### config.mk
export PLATFORM = sky130hd
export DESIGN_NAME = set_bit_serializer
export DESIGN_NICKNAME = d
export VERILOG_FILES = /design/src/rtl/set_bit_ser_pkg.sv /design/src/rtl/lsb_select.sv /design/src/rtl/set_bit_serializer.sv
export SDC_FILE = /design/constraint.sdc
export NUM_CORES = 1
export LEC_CHECK = 0
export CORE_AREA = 2 2 39 41
export DETAILED_ROUTE_END_ITERATION = 10
export DIE_AREA = 0 0 41 43
export MAX_ROUTING_LAYER = met4
export PLACE_DENSITY = 0.66
export SLEW_MARGIN = 20
export SYNTH_ARGS = -nofsm -noshare
export SYNTH_HDL_FRONTEND = slang
export SYNTH_SLANG_ARGS = --single-unit
### constraint.sdc
create_clock -name clk_i -period 1.3 [get_ports clk_i]
set_input_delay 0.26 -clock clk_i [delete_from_list [all_inputs] [get_ports clk_i]]
set_output_delay 0.26 -clock clk_i [all_outputs]
set_load 0.05 [all_outputs]
### src/rtl/set_bit_ser_pkg.sv
// ============================================================================
// Module  : set_bit_ser_pkg
// Brief   : Shared types and helpers for the set-bit serializer.
// Revision: 1.0
// ============================================================================
`default_nettype none

package set_bit_ser_pkg;

  localparam int MAX_W     = 64;
  localparam int MAX_IDX_W = 6;

  typedef enum logic [0:0] {
    IDLE  = 1'b0,
    SHIFT = 1'b1
  } state_t;

  // Narrower vectors are zero-extended by the caller; the result is then truncated.
  function automatic logic [MAX_IDX_W-1:0] onehot_to_idx(input logic [MAX_W-1:0] onehot);
    logic [MAX_IDX_W-1:0] idx;
    idx = '0;
    for (int i = 0; i < MAX_W; i++) begin
      if (onehot[i]) idx = idx | MAX_IDX_W'(i);
    end
    return idx;
  endfunction

endpackage

`default_nettype wire

### src/rtl/lsb_select.sv
// ============================================================================
// Module  : lsb_select
// Brief   : Isolates the lowest set bit of a vector, its index and a
//           single-bit-set flag. Supports WIDTH from 2 to 64.
// Revision: 1.0
// ============================================================================
`default_nettype none

module lsb_select
  import set_bit_ser_pkg::*;
#(
  parameter int  WIDTH = 4,
  localparam int IDX_W = $clog2(WIDTH)
) (
  input  logic [WIDTH-1:0] vec,
  output logic [WIDTH-1:0] onehot,
  output logic [IDX_W-1:0] idx,
  output logic             single
);

  logic [MAX_W-1:0] onehot_ext;

  // Two's-complement trick: vec & -vec keeps only the rightmost set bit.
  assign onehot = vec & (~vec + WIDTH'(1));
  assign single = (vec != '0) && ((vec & (vec - WIDTH'(1))) == '0);

  always_comb begin
    onehot_ext              = '0;
    onehot_ext[WIDTH-1:0]   = onehot;
  end

  assign idx = IDX_W'(onehot_to_idx(onehot_ext));

endmodule

`default_nettype wire

### src/rtl/set_bit_serializer.sv
// ============================================================================
// Module  : set_bit_serializer
// Brief   : Emits each set bit of an accepted word as a one-hot beat, LSB
//           first, with valid/ready handshakes on both sides.
// Revision: 1.0
// ============================================================================
`default_nettype none

module set_bit_serializer
  import set_bit_ser_pkg::*;
#(
  parameter int  WIDTH = 4,
  localparam int IDX_W = $clog2(WIDTH)
) (
  input  logic             clk_i,
  input  logic             rst_ni,
  input  logic [WIDTH-1:0] data_i,
  input  logic             data_val_i,
  output logic             data_ready_o,
  output logic [WIDTH-1:0] bit_o,
  output logic [IDX_W-1:0] bit_idx_o,
  output logic             bit_last_o,
  output logic             bit_val_o,
  input  logic             bit_ready_i
);

  state_t           state;
  logic [WIDTH-1:0] res;
  logic [WIDTH-1:0] sel_onehot;
  logic [IDX_W-1:0] sel_idx;
  logic             sel_single;
  logic             accept;
  logic             take;
  logic             busy;

  lsb_select #(
    .WIDTH (WIDTH)
  ) u_lsb_select (
    .vec    (res),
    .onehot (sel_onehot),
    .idx    (sel_idx),
    .single (sel_single)
  );

  assign busy       = (state == SHIFT);
  assign bit_val_o  = busy;
  assign bit_o      = busy ? sel_onehot : '0;
  assign bit_idx_o  = busy ? sel_idx    : '0;
  assign bit_last_o = busy & sel_single;

  assign take         = bit_val_o & bit_ready_i;
  // Reopening on the last take lets the next word follow with no bubble.
  assign data_ready_o = ~busy | (take & bit_last_o);
  assign accept       = data_val_i & data_ready_o;

  always_ff @(posedge clk_i or negedge rst_ni) begin
    if (!rst_ni) begin
      state <= IDLE;
      res   <= '0;
    end else begin
      case (state)
        IDLE: begin
          if (accept && (data_i != '0)) begin
            res   <= data_i;
            state <= SHIFT;
          end
        end
        SHIFT: begin
          if (take) begin
            if (!bit_last_o) begin
              res <= res & ~sel_onehot;
            end else if (accept && (data_i != '0)) begin
              res <= data_i;
            end else begin
              res   <= '0;
              state <= IDLE;
            end
          end
        end
        default: begin
          res   <= '0;
          state <= IDLE;
        end
      endcase
    end
  end

endmodule

`default_nettype wire
==> results.json, run 1 <==
{
  "outcome": "finished with violations",
  "violations": "negative setup slack",
  "grt_use_total_pct": 18.4,
  "wl_mm": 1.26,
  "yosys_warnings": 0,
  "met2_length_um": 689,
  "root_buffer": "clkbuf_4",
  "grt_max_degree": 12,
  "critical_path_arrival_ns": 1.55,
  "hpwl_um": 997,
  "layout.nets": 102,
  "finalCritPeriodShare_pct": 139,
  "clk_pin_slew_ns": 0.04,
  "h-tree-depth": 1,
  "drt-vias-per-instance": 5.13,
  "cp_max_fo": 6,
  "wl_per_cell_um": 11.6,
  "max_slew.worst_pin.slew_ns": 0.341,
  "path_cells": "nor4b_4, a211oi_2, buf_4, o21ai_4, buf_12",
  "ys_ff_latch": 5,
  "relSlewSlack_pct": 77.1,
  "cp_num_buf_inv": 2,
  "period_minus_slack_ns": 1.81,
  "critPathCaptureType": "primary output",
  "dr.pass1.iters": 4,
  "drive_gt1_share_pct": 58.1,
  "initial_core_util_pct": 32.5,
  "hp-class": "input port to async pin",
  "core_mm2": 0.00138,
  "syn_area_per_cell_um2": 8.64,
  "fin_ws_ns": -0.507,
  "die-area_mm2": 0.00176,
  "ff2ff_setup_slack_ns": -0.43,
  "path_delay_family": "flip-flops",
  "cts_sinks": 5,
  "antenna_found_initial": 0,
  "hold_viol": 0,
  "n_fill_cell": 101,
  "maxCapViolCount": 0,
  "vias": 559,
  "crit_slowest_cell": "dfrtp_2",
  "clk_latency_ns": 0.24,
  "portBuffers": 16,
  "rsz0062_at_grt": "true",
  "yosysSeqAreaShare_pct": 27.9,
  "fin_util_pct": 70.0,
  "timing.fmax_mhz": 553,
  "cts_buffer_depth": 2,
  "syn-cell-area_um2": 449,
  "final_cell_mix": "buf_4 (20), buf_12 (9), clkdlybuf4s50_1 (7)",
  "overflow": 0,
  "drc_errors": 0,
  "route.met3.wl_um": 60,
  "die_x_um": 41,
  "required_ns": 1.04,
  "top_layer_used": "met3",
  "grt_pass1_wl_mm": 2.19,
  "pin_count": 17,
  "crit_type": "flip-flop to primary output",
  "ant_nets": 0,
  "synth_cell_types": 27,
  "drt_iter0_drc": 6,
  "slew_violations": 0,
  "synthCells": 52,
  "synthToLayoutAreaGrowth_pct": 116,
  "worstReg2RegEnd": "res[2]$_DFFE_PN0P_",
  "met1_length_um": 512,
  "numCtsBuffers": 3,
  "cp-start-kind": "flip-flop",
  "rows": 14,
  "antenna_cells": 0,
  "grt_pass1_vias": 560,
  "gp_routability_congestion": 0.817,
  "reg2reg_depth": 7,
  "r2r-start": "res[1]$_DFFE_PN0P_",
  "die_y_um": 43,
  "cpPeakStageDelay_ns": 0.46,
  "cts_tree": "done",
  "synth_fp_nets": 60,
  "fin_skew_ns": 0.00482,
  "final_common_cell": "buf_4",
  "setup_viol_count_final": 13,
  "postCtsHoldBufs": 0
}
-- final cells by class --
class                      instances  area [µm²]  share of cell area (%)
timing repair buffer              40         445                    46.0
multi-input combinational         41         335                    34.6
sequential                         5         130                    13.4
clock buffer                       4        26.3                    2.71
tap                               16        20.0                    2.07
inverter                           3        11.3                    1.16
-- cells by family after synthesis --
group,after synthesis,synth area share [%]
buffers and inverters,6,8.63
XOR/XNOR,1,1.95
flip-flops,5,27.9
AND/OR/NAND/NOR,24,34.5
AO/OA/AOI/OAI,16,27.0
-- what timing repair did --
action	in CTS	in global routing
endpoints found under the hold margin	0	0
pin swaps	2	2
endpoints found under the setup margin	13	14
resized for setup	6	7
setup buffers	2	4
-- worst max-delay path by stage --
| stage | start | end | cells after the start |
|---|---|---|---|
| CTS | res[0]$_DFFE_PN0P_ | data_ready_o | 5 |
| detailed placement | res[1]$_DFFE_PN0P_ | bit_last_o | 4 |
| global placement | res[1]$_DFFE_PN0P_ | bit_last_o | 4 |
| global route | res[1]$_DFFE_PN0P_ | data_ready_o | 5 |
| finish | res[1]$_DFFE_PN0P_ | data_ready_o | 5 |
| floorplan | bit_val_o$_DFF_PN0_ | bit_idx_o[0] | 4 |
-- synthesized netlist by cell type, drive strengths merged --
cell type | count | area (µm²)
or2 | 1 | 6.26
o21ai | 4 | 20.0
inv | 3 | 11.3
and2 | 1 | 6.26
nand3b | 1 | 7.51
clkbuf | 1 | 5.00
xor2 | 1 | 8.76
o31ai | 2 | 15.0
a221oi | 1 | 8.76
nand4b | 1 | 8.76
nor3b | 1 | 7.51
nor2 | 5 | 18.8
a31oi | 3 | 18.8
o41ai | 2 | 17.5
dfrtp | 5 | 125
nand2 | 5 | 18.8
nand2b | 1 | 6.26
nor3 | 3 | 15.0
o21ba | 2 | 20.0
and2b | 1 | 8.76
buf | 2 | 22.5
and3 | 2 | 12.5
o311ai | 1 | 8.76
nor4b | 2 | 38.8
a211oi | 1 | 12.5
-- metal layers --
layer	track usage, %	vias up
li1	-	278
met4	8.67	0
met2	31.3	22
met3	1.57	0
met1	20.3	259
met5	-	-
-- metrics by stage --
step | TNS [ns] | setup WS [ns] | area, µm² | hold slack [ns] | cells
CTS | -4.21 | -0.502 | 918 | 0.241 | 105
finish | -4.64 | -0.507 | 968 | 0.240 | 109
global route | -5.58 | -0.570 | 968 | 0.252 | 109
floorplan | -2.52 | -0.562 | 484 | -0.0356 | 52
global placement | -1.83 | -0.253 | 853 | 0.487 | 99
detailed placement | -2.19 | -0.288 | 853 | 0.499 | 99
-- registers in the layout, summed over array words and instances (netlist names) --
| register | count |
|---|---|
| res | 4 |
| bit_val_o | 1 |
Power of run 1 is not shown: default switching activity piles up to over one toggle a cycle in this logic, so the estimate is an artifact.
==> run 2: changes to the inputs <==
--- a/config.mk
+++ b/config.mk
@@ -9,7 +9,7 @@
 export DETAILED_ROUTE_END_ITERATION = 10
 export DIE_AREA = 0 0 41 43
 export MAX_ROUTING_LAYER = met4
-export PLACE_DENSITY = 0.66
+export PLACE_DENSITY = 0.64
 export SLEW_MARGIN = 20
 export SYNTH_ARGS = -nofsm -noshare
 export SYNTH_HDL_FRONTEND = slang
==> constraint.sdc (replaced) <==
create_clock -name clk_i -period 1.7 [get_ports clk_i]
set_input_delay 0.34 -clock clk_i [delete_from_list [all_inputs] [get_ports clk_i]]
set_output_delay 0.34 -clock clk_i [all_outputs]
set_load 0.05 [all_outputs]
==> results.json, run 2 (synthesis results as in run 1) <==
{
  "outcome": "finished with violations",
  "violations": "negative setup slack",
  "clk_pin_slew_ns": 0.05,
  "hpwl_um": 995,
  "cp-start-kind": "flip-flop",
  "fin_skew_ns": 0.00477,
  "period_minus_slack_ns": 1.90,
  "maxCapViolCount": 0,
  "pin_count": 17,
  "final_cell_mix": "buf_4 (12), buf_12 (9), clkdlybuf4s50_1 (7)",
  "largest_reg_flops": 4,
  "multi_input_area_um2": 323,
  "h-tree-depth": 1,
  "cp_max_fo": 5,
  "overflow": 0,
  "worstReg2RegEnd": "res[1]$_DFFE_PN0P_",
  "grt_pass1_wl_mm": 2.38,
  "timing.fmax_mhz": 526,
  "critPathCaptureType": "primary output",
  "setup_viol_count_final": 5,
  "grt_max_degree": 13,
  "antenna_cells": 0,
  "wl_mm": 1.35,
  "r2r-start": "res[1]$_DFFE_PN0P_",
  "cts_buffer_depth": 2,
  "grt_pass1_vias": 564,
  "regArea_um2": 130,
  "die-area_mm2": 0.00176,
  "cts_sinks": 5,
  "crit_type": "flip-flop to primary output",
  "cts_tree": "done",
  "required_ns": 1.36,
  "antenna_found_initial": 0,
  "largest-register": "res",
  "core_mm2": 0.00138,
  "drt_iter0_drc": 5,
  "layout.cells.non_filler": 99,
  "portBuffers": 16,
  "critical_path_arrival_ns": 1.56,
  "reg2reg_depth": 6,
  "fin_ws_ns": -0.199,
  "ant_nets": 0,
  "rows": 14,
  "final_common_cell": "buf_4",
  "root_buffer": "clkbuf_4",
  "finalCritPeriodShare_pct": 112,
  "placedCellCount": 90,
  "initial_core_util_pct": 32.5,
  "rsz0062_at_grt": "true",
  "grt_use_total_pct": 20.7,
  "gp_routability_congestion": 0.779,
  "numCtsBuffers": 3,
  "drc_errors": 0,
  "postCtsHoldBufs": 0,
  "die_y_um": 43,
  "slew_violations": 0,
  "max_slew.worst_pin.slew_ns": 0.333,
  "place_ws_ns": -0.000729,
  "relSlewSlack_pct": 77.6,
  "synthToLayoutAreaGrowth_pct": 94.7,
  "vias": 524,
  "die_x_um": 41,
  "dr.pass1.iters": 4,
  "layout.nets": 92,
  "clk_latency_ns": 0.24,
  "n_fill_cell": 121,
  "ff2ff_setup_slack_ns": 0.14,
  "drt-vias-per-instance": 5.29,
  "hold_viol": 0,
  "drive_gt1_share_pct": 51.8,
  "wl_per_cell_um": 13.6,
  "hp-class": "input port to async pin"
}
## run 2: through the flow
stage               util, %  area, µm²  hold slack, ns  setup TNS (ns)
floorplan                 -        480          0.0444          -0.664
global placement       56.5        782           0.570               0
detailed placement     56.5        782           0.580       -0.000729
CTS                    61.1        846           0.313          -0.740
global route           63.2        875           0.308           -1.10
finish                 63.2        875           0.316          -0.731
## run 2: worst max-delay path by stage
| stage | startpoint | to | slack [ns] | cells after the start |
|---|---|---|---|---|
| 2_1_floorplan | bit_val_o$_DFF_PN0_ | bit_idx_o[0] | -0.24 | 4 |
| 3_3_place_gp | bit_ready_i | data_ready_o | 0.009 | 4 |
| 3_5_place_dp | bit_ready_i | res[2]$_DFFE_PN0P_ | -0.0007 | 6 |
| 4_1_cts | res[1]$_DFFE_PN0P_ | bit_last_o | -0.24 | 4 |
| 5_1_grt | res[1]$_DFFE_PN0P_ | data_ready_o | -0.27 | 5 |
| 6_report | res[1]$_DFFE_PN0P_ | data_ready_o | -0.20 | 5 |
## run 2: metal layers
| metal | track usage (%) | routed length, µm | vias up |
|---|---|---|---|
| met5 | - | 0 | - |
| met3 | 2.62 | 33 | 2 |
| li1 | - | - | 257 |
| met1 | 21.9 | 502 | 248 |
| met4 | 13.3 | 12 | 0 |
| met2 | 33.8 | 795 | 17 |
## run 2: cell type report
class,instances,share of cell area (%)
Tap cell,16,2.29
Clock buffer,3,2.58
Timing Repair Buffer,30,41.5
Multi-Input combinational cell,41,36.9
Inverter,3,1.29
Sequential cell,5,14.9
Clock inverter,1,0.572
## run 2: critical path, stage by stage (launching register included)
cell,delay (ns)
dfrtp_2,0.45
buf_6,0.14
nor4b_4,0.25
a211oi_2,0.09
o21ai_2,0.21
buf_12,0.17
## run 2: repair_timing
item                                    in CTS  in global routing
endpoints found under the setup margin       5                  7
gates resized for setup                      5                  4
setup buffers                                3                  2
pin swaps                                    4                  5
Power of run 2 is left out for the same reason.
